==> src/rtl/sixbit_equal_sequencer.sv <==
// rtl/sixbit_equal_sequencer.sv - sweeps all 4096 operand pairs of a six-bit equality comparator and checks its equal output
module sixbit_equal_sequencer #(
    parameter int unsigned SETTLE_CYCLES = 4
) (
    input  logic        clk,
    input  logic        rst_n,
    input  logic        start,
    input  logic        abort,
    output logic [5:0]  a_out,
    output logic [5:0]  b_out,
    input  logic        equal_in,
    output logic        busy,
    output logic        done,
    output logic        pass,
    output logic [12:0] err_count,
    output logic        fail_seen,
    output logic [11:0] first_fail_idx
);

    typedef enum logic [1:0] {
        IDLE   = 2'd0,
        SETTLE = 2'd1,
        SAMPLE = 2'd2,
        DONE   = 2'd3
    } state_t;

    localparam logic [7:0]  SETTLE_LAST = 8'(SETTLE_CYCLES - 1);
    localparam logic [11:0] IDX_LAST    = 12'hFFF;

    state_t      state_q;
    logic [11:0] idx_q;
    logic [7:0]  settle_cnt_q;
    logic [12:0] err_count_q;
    logic        fail_seen_q;
    logic [11:0] first_fail_idx_q;
    logic        busy_q;
    logic        done_q;
    logic        pass_q;

    logic        mismatch;
    logic [12:0] err_count_d;
    logic [11:0] idx_d;

    // The operands are the two halves of the registered vector index.
    assign mismatch    = equal_in != (idx_q[11:6] == idx_q[5:0]);
    assign err_count_d = mismatch ? err_count_q + 13'd1 : err_count_q;
    assign idx_d       = idx_q + 12'd1;

    always_ff @(posedge clk or negedge rst_n) begin
        if (!rst_n) begin
            state_q          <= IDLE;
            idx_q            <= '0;
            settle_cnt_q     <= '0;
            err_count_q      <= '0;
            fail_seen_q      <= 1'b0;
            first_fail_idx_q <= '0;
            busy_q           <= 1'b0;
            done_q           <= 1'b0;
            pass_q           <= 1'b0;
        end else if (abort) begin
            // Partial results stay visible; the vector in flight is dropped.
            state_q <= IDLE;
            busy_q  <= 1'b0;
            done_q  <= 1'b0;
            pass_q  <= 1'b0;
        end else begin
            case (state_q)
                IDLE, DONE: begin
                    if (start) begin
                        state_q          <= SETTLE;
                        idx_q            <= '0;
                        settle_cnt_q     <= '0;
                        err_count_q      <= '0;
                        fail_seen_q      <= 1'b0;
                        first_fail_idx_q <= '0;
                        busy_q           <= 1'b1;
                        done_q           <= 1'b0;
                        pass_q           <= 1'b0;
                    end
                end
                SETTLE: begin
                    settle_cnt_q <= settle_cnt_q + 8'd1;
                    if (settle_cnt_q == SETTLE_LAST) begin
                        state_q <= SAMPLE;
                    end
                end
                SAMPLE: begin
                    err_count_q <= err_count_d;
                    if (mismatch && !fail_seen_q) begin
                        fail_seen_q      <= 1'b1;
                        first_fail_idx_q <= idx_q;
                    end
                    if (idx_q == IDX_LAST) begin
                        state_q <= DONE;
                        busy_q  <= 1'b0;
                        done_q  <= 1'b1;
                        pass_q  <= (err_count_d == 13'd0);
                    end else begin
                        state_q      <= SETTLE;
                        idx_q        <= idx_d;
                        settle_cnt_q <= '0;
                    end
                end
                default: state_q <= IDLE;
            endcase
        end
    end

    assign a_out          = idx_q[11:6];
    assign b_out          = idx_q[5:0];
    assign busy           = busy_q;
    assign done           = done_q;
    assign pass           = pass_q;
    assign err_count      = err_count_q;
    assign fail_seen      = fail_seen_q;
    assign first_fail_idx = first_fail_idx_q;

endmodule
==> config.mk <==
export PLATFORM = sky130hd
export DESIGN_NAME = sixbit_equal_sequencer
export DESIGN_NICKNAME = d
export VERILOG_FILES = /design/src/rtl/sixbit_equal_sequencer.sv
export SDC_FILE = /design/constraint.sdc
export NUM_CORES = 1
export LEC_CHECK = 0
export CORE_MARGIN = 2
export CORE_UTILIZATION = 44
export DETAILED_ROUTE_END_ITERATION = 6
export HOLD_SLACK_MARGIN = 0.12
export PLACE_DENSITY_LB_ADDON = 0.05
export SLEW_MARGIN = 20
export SYNTH_ARGS = -nofsm -noshare
export SYNTH_HDL_FRONTEND = slang
export SYNTH_SLANG_ARGS = --single-unit
==> constraint.sdc <==
create_clock -name clk -period 3.02 [get_ports clk]
set_input_delay 0.604 -clock clk [delete_from_list [all_inputs] [get_ports clk]]
set_output_delay 0.604 -clock clk [all_outputs]
set_load 0.01 [all_outputs]
==> results of run 1 <==
[worst max path at each step]
stage	slack (ns)	start	depth (start not counted)	to
global placement	0.44	start	6	idx_q[6]
CTS	0.63	idx_q[2]	7	pass
floorplan	0.77	state_q[0]	9	idx_q[10]
detailed placement	0.41	start	6	idx_q[6]
finish	0.65	idx_q[2]	7	pass
global route	0.46	idx_q[0]	7	pass
[kinds of logic after synthesis]
family | after synthesis | synth area share
AND/OR/NAND/NOR | 115 | 0.205
AO/OA/AOI/OAI | 87 | 0.205
flip-flops | 51 | 0.428
buffers and inverters | 34 | 0.0626
XOR/XNOR | 21 | 0.0643
adder cells (fa/ha/maj) | 5 | 0.0210
multiplexers | 4 | 0.0139
[cell usage after synthesis (all sizes together) (3+ instances only)]
cell,n,share of area
ha,5,0.021
nand2,28,0.035
xnor2,10,0.032
and3,3,0.0063
nand3,17,0.030
nor2,31,0.039
inv,11,0.014
xor2,11,0.032
nand4,9,0.023
or3,7,0.016
o31ai,7,0.019
dfrtp,51,0.43
a22o,20,0.059
a21oi,8,0.013
nor3,8,0.017
o21ai,34,0.060
clkbuf,9,0.011
mux2i,3,0.010
a211oi,3,0.0076
buf,14,0.037
[layout make-up]
cell class | count | area [um2]
clock buffers | 6 | 82.6
fillers | 596 | 2890
repair buffers | 58 | 543
multi-input cells | 232 | 1520
flip-flops and latches | 51 | 1280
clock inverters | 2 | 16.3
well taps | 77 | 96.3
inverters | 11 | 41.3
[stage by stage]
| stage | hold slack, ns | total power [mW] | cell area [um2] | instances | utilization |
|---|---|---|---|---|---|
| 2_1_floorplan | 0.308 | 1.05 | 2980 | 317 | - |
| 3_3_place_gp | 0.492 | 1.19 | 3470 | 429 | 0.538 |
| 3_5_place_dp | 0.496 | 1.19 | 3470 | 429 | 0.538 |
| 4_1_cts | 0.218 | 1.63 | 3570 | 437 | 0.553 |
| 5_1_grt | 0.232 | 1.71 | 3570 | 437 | 0.553 |
| 6_report | 0.207 | 1.61 | 3570 | 437 | 0.553 |
[sequential cells by signal, indices dropped and copies added (netlist names)]
name	count
first_fail_idx	12
fail_seen	1
pass	1
settle_cnt_q	8
done	1
state_q	2
idx_q	12
err_count	13
busy	1
[critical path, stage by stage, from the launching register on]
cell and delay, ns:
dfrtp_1 0.49, xnor2_1 0.26, and4_1 0.26, nand3_1 0.12, a2111o_1 0.44, xnor2_1 0.15, a2111o_1 0.40, o31ai_2 0.17
[metal layers]
metal | global-route usage | up-vias | routed length, um | part of all wire
met1 | 0.290 | 1198 | 3500 | 0.48
met5 | 0 | - | 0 | 0
li1 | - | 1227 | - | -
met3 | 0.0333 | 9 | 217 | 0.030
met2 | 0.323 | 47 | 3410 | 0.47
met4 | 0.0696 | 0 | 102 | 0.014
[power by group through the flow]
stage | logic, mW | clock network (mW) | registers, mW
detailed placement | 0.430 | 0 | 0.762
CTS | 0.432 | 0.452 | 0.748
global placement | 0.426 | 0 | 0.761
global route | 0.482 | 0.474 | 0.755
floorplan | 0.296 | 0 | 0.758
finish | 0.431 | 0.437 | 0.748
==> summary by stage, run 1 <==
GRT
The initial antenna violation count is 0. The leftover overflow at the end of global routing is 0. Entering global routing, the biggest net connects 21 pins.

The via count of the first global-routing pass was 2387. The first-pass GRT wire length is 12200 um. In the global route stage, overall resource usage came out at 0.206.

Pwr
Of the total power, the share spent switching nets is 0.344. For this design the static power due to leakage is 1.45 nW. The share of total power dissipated in combinational logic is 0.267. The portion of total power attributed to the clock network is 0.270.

VDD sags by at most 0.274 mV. The net switching power is 0.556 mW. The total power density per cell area is 452 mW/mm2. The sequential fraction of design power is 0.463. The internal power component is 1.06 mW.

Route
The violation count after the first detailed-route iteration is 94. For this run, design rule violations remaining after detail routing come to 0. The first-pass detailed-route iteration total is 4. The remaining number of nets flagged by the antenna check after routing is 0.

Using the TritonRoute via totals, the vias-per-cell ratio works out to 5.68. Summing over every cut layer, the via total after detailed routing is 2481. Wires add up to 7230 um. Dividing the detail-routed wire length by the instance count gives 16.5 um.

Timing
Counting I/O delays and the setup requirement, the final critical path takes 2.37 ns. For the pin with the worst max-slew slack, the measured transition is 0.541 ns. The period utilization is 0.786. The final total negative setup slack is 0 ns.

Clock skew on the completed layout was measured at 0.00549 ns. The hold violation count in the final report came to 0. Setup violations remaining at the end of the flow were counted as 0. The remaining max-slew budget at the tightest pin is 0.638. The peak clock frequency supported by timing is 0.421 GHz. The max-slew violation count was 0. Once routing completed, OpenROAD measured the worst setup slack at 0.645 ns. Setup repair after global routing left no endpoint under its margin.

Floorplan
The die covers 0.00745 mm2. In this run the count of I/O pins placed on the die edge is 46. The region available for standard cell placement spans 0.00646 mm2. The number of rows in the core area is 29. The die outline width is 86.3 um.

In this run the vertical extent of the chip is 86.3 um. The initial utilization of the core area, before any placement, comes to 0.461.

Worst setup path
In this run the worst path has a maximum fanout of 7. STA puts the critical path data arrival time at 2.61 ns. The reg-to-reg startpoint is idx_q[2]. The endpoint type of the worst setup path is a flip-flop. The worst setup path is launched from a flip-flop. In this run the critical register-to-register path is captured at pass.

The critical path is of the reg -> reg type. The setup check on the worst reg-to-reg path leaves a slack of 0.65 ns. The required time of the critical path is 3.25 ns. The number of cells traversed by the worst register-to-register path is 7.

Synth
The number of standard cells after synthesis is 317. Counting flops with a built-in enable in the synthesized netlist gives 0. After synthesis, the mean cell area works out to 9.40 um2. The synthesized design contains 51 register bits.

Counting every net in the synthesized netlist gives 327. The synthesized netlist occupies a cell area of 0.00298 mm2. The synthesis warning total is 0.

The part of the Yosys area used for sequential elements is 0.428. Counting flops with an async set or reset pin after synthesis yields a share of 1.00. Counting distinct cell types in the post-synthesis netlist gives 58. Among all flip-flop cells after synthesis, the most frequent one is dfrtp_1.

Cells and area
The library cell used most frequently in the layout, excluding fill and tap cells, is dfrtp_1. After the last flow step, the layout net total stands at 369. In the layout the commonest cells are dfrtp_1, clkdlybuf4s50_1, o21ai_0, nor2_1, nand2_1. The synthesis-to-finish area growth is 19.9%. In the final layout, the share of cells above drive strength 1 is 0.117. The total inserted antenna cells is 0.

Min path
The worst hold-check path type is in -> async.

CTS
Clock-pin slew was measured on the worst setup and hold paths at 0.10 ns. The hold-fix buffer count after cts is 0. The H-tree was split into 2 levels. The clock passes through at most 2 buffers. TritonCTS built the clock tree. Counting every sink on the clock net gives 51.

The cell chosen for the clock root is clkbuf_8. After clock tree synthesis, the repair step resized 0 gates. The post-CTS setup buffer count is 0. The clock latency of the later-clocked register in the worst-skew pair is 0.32 ns. The number of clock buffers added by TritonCTS is 5.

Outcome
The run finished with clean final reports.

Placed design
The port buffer count is 45. The post-placement worst setup slack is 0.408 ns. The half-perimeter wire length after placement is 5180 um. Routability-driven placement finished with a final weighted congestion of 0.899.

Flow run
Across the run, the number of max-cap violations was 0.
No activity file was read; power rests on OpenSTA's default activity.
==> run 2, diff against run 1 <==
==> constraint.sdc (replaced) <==
create_clock -name clk -period 2.4 [get_ports clk]
set_input_delay 0.48 -clock clk [delete_from_list [all_inputs] [get_ports clk]]
set_output_delay 0.48 -clock clk [all_outputs]
set_load 0.01 [all_outputs]
==> run 2 against run 1 <==
Combinational power up 40%. Core utilization rose by 4.5 points. Maximum frequency up 3.0%. Setup slack got worse by 0.55 ns. Clock skew up 0.0058 ns. Register-to-register slack lost 0.55 ns. Critical path type unchanged. Sequential cell count unchanged. Cell count rose by 5.9%.
==> summary by stage, run 2 (same netlist as run 1, synthesis figures left out) <==
CTS
The clock latency of the later-clocked register in the worst-skew pair is 0.30 ns. The H-tree level count is 2. The CTS sink count is 51. The maximum buffer depth of the clock tree is 2. Clock tree synthesis selected as its root buffer the cell clkbuf_8. The CTS tree is built. In this run, post-CTS hold repair placed 0 buffers. Clock tree synthesis inserted a total of 5 buffers. After clock tree synthesis, the clock-pin slew on the worst setup and hold paths is 0.10 ns.

Timing
After routing, the total negative slack on setup checks comes to 0 ns. The final count of negative-setup-slack endpoints is 0. The remaining max-slew budget at the tightest pin is 0.565. The max-slew violation count is 0. Timing would allow up to 0.434 GHz.

The period utilization is 0.961. The final period demand of the worst path is 2.31 ns. The hold slack is 0.193 ns. The worst setup skew after layout is 0.0112 ns. For the pin with the worst max-slew slack, the measured transition is 0.653 ns.

The hold violation count in the final report is 0.

Worst setup path
The required time of the critical path is 2.62 ns. The worst register-to-register path ends at pass. Data on the critical path arrives at its endpoint at 2.52 ns. The setup slack on the worst flop-to-flop path is 0.09 ns.

The reg-to-reg startpoint is idx_q[2]. In this run the worst path has a maximum fanout of 4. The worst setup path is captured at a flip-flop. The critical path class is reg -> reg. The worst setup path is launched from a flip-flop. The number of cells traversed by the worst register-to-register path is 7.

Route
The first-pass detailed-route iteration total is 5. The ratio of routed vias to standard cells is 5.67. Once detail routing completed, the nets flagged for antenna violations numbered 0.

The detailed router finished its first iteration with 143 violations. The routed wire length is 7560 um. The residual DRC count is 0. Summing over every cut layer, the via total after detailed routing is 2627.

Dividing the detail-routed wire length by the instance count gives 16.3 um.

Placed design
Routability-driven placement finished with a final weighted congestion of 0.870. The port buffer count is 45. The half-perimeter wire length after placement is 5440 um.

Cells and area
For this run, the post-layout net count is 395. The synthesis-to-finish area growth is 29.6%. Leaving out fill and tap cells, the most frequent cell in the layout is dfrtp_1. The multi-input gate area in the final layout is 0.00157 mm2. The total inserted antenna cells is 0. Fill cells in the final layout number 566. The share of post-route cells with drive strength above 1 is 0.199. The number of flip-flops under the largest register name is 13.

Registers take 0.00128 mm2. At the end of the flow the core is filled with cells to 0.598. The library cells used most frequently in the layout, excluding fill and tap cells, are dfrtp_1, clkdlybuf4s50_1, buf_4, o21ai_0, nor2_1.

GRT
The via count of the first global-routing pass was 2410. The initial antenna violation count is 0. The largest net degree at the start of global routing is 27. The leftover overflow at the end of global routing is 0. The first-pass GRT wire length is 12300 um. The total routing usage reported by global routing is 0.208.

Pwr
Cell internal power was estimated by the tool at 1.55 mW. Of the total power, registers draw 0.417. The net switching power is 0.700 mW. Power spread over the standard cell area amounts to 583 mW/mm2. The portion of total power attributed to the clock network is 0.314. The fraction of power consumed by combinational cells is 0.269.

For this design the static power due to leakage is 1.61 nW. The design draws 2.25 mW. The worst-case IR drop observed on VDD is 0.322 mV. Of the total power, the share spent switching nets is 0.311.

Floorplan
After floorplanning, the core was sized to cover 0.00646 mm2. The total I/O pin count is 46. The area enclosed by the die boundary is 0.00745 mm2. The number of rows in the core area is 29. The die outline width is 86.3 um.

The initial cell density of the core is 0.461. The die outline height is 86.3 um.

Flow run
The max-capacitance violation count is 0.

Outcome
The run finished with clean final reports.

Min path
The min-delay analysis places its worst path in the category in -> async.
## run 2: changes by cell type in the layout (fill, tap and decap cells not counted), sizes merged
cell      delta
and2         +1
bufinv       +2
buf         +25
clkinvlp     -1
clkinv       -1
## run 2: power by group through the flow
| stage | Sequential [mW] | Clock [mW] | Combinational [mW] |
|---|---|---|---|
| finish | 0.937 | 0.707 | 0.605 |
| global route | 0.944 | 0.761 | 0.675 |
| CTS | 0.937 | 0.734 | 0.585 |
| detailed placement | 0.952 | 0 | 0.584 |
| global placement | 0.952 | 0 | 0.577 |
| floorplan | 0.954 | 0 | 0.372 |
## run 2: repair_timing
item | in CTS | in global routing
cloned | 0 | 1
setup buffers | 0 | 1
endpoints found under the setup margin | 1 | 17
gates resized for setup | 1 | 10
pin swaps | 0 | 7
## run 2: layout make-up
type	instances	share of cell area
clock buffers	6	0.0188
clock inverters	2	0.0156
inverters	11	0.0107
multi-input cells	233	0.406
flip-flops and latches	51	0.331
well taps	77	0.0250
repair buffers	83	0.193
## run 2: metal layers
| layer | up-vias | part of all wire | GRT usage |
|---|---|---|---|
| li1 | 1284 | - | - |
| met1 | 1284 | 0.48 | 0.300 |
| met2 | 53 | 0.49 | 0.328 |
| met3 | 6 | 0.030 | 0.0333 |
| met4 | 0 | 0.0081 | 0.0597 |
| met5 | - | 0 | 0 |
## run 2: how the worst max path moves through the flow
stage / startpoint / endpoint / cells past startpoint
2_1_floorplan: state_q[0] / idx_q[10] / 9
5_1_grt: idx_q[9] / pass / 8
6_report: idx_q[2] / pass / 7
3_3_place_gp: start / idx_q[10] / 6
4_1_cts: idx_q[1] / pass / 7
3_5_place_dp: start / pass / 8
## run 2: through the flow
step                worst slack, ns  area [um2]  instances
finish                       0.0942        3860        463
global route               -0.00367        3860        463
CTS                          0.0159        3810        461
detailed placement          -0.0629        3670        453
floorplan                     0.154        2980        317
global placement           -0.00355        3670        453
## run 2: worst max-delay path: stages, from the launching register on
cell,delay (ns)
dfrtp_1,0.42
xnor2_2,0.23
and4_1,0.27
nand3_2,0.12
a2111o_1,0.40
xnor2_1,0.15
a2111o_1,0.40
o31ai_2,0.24
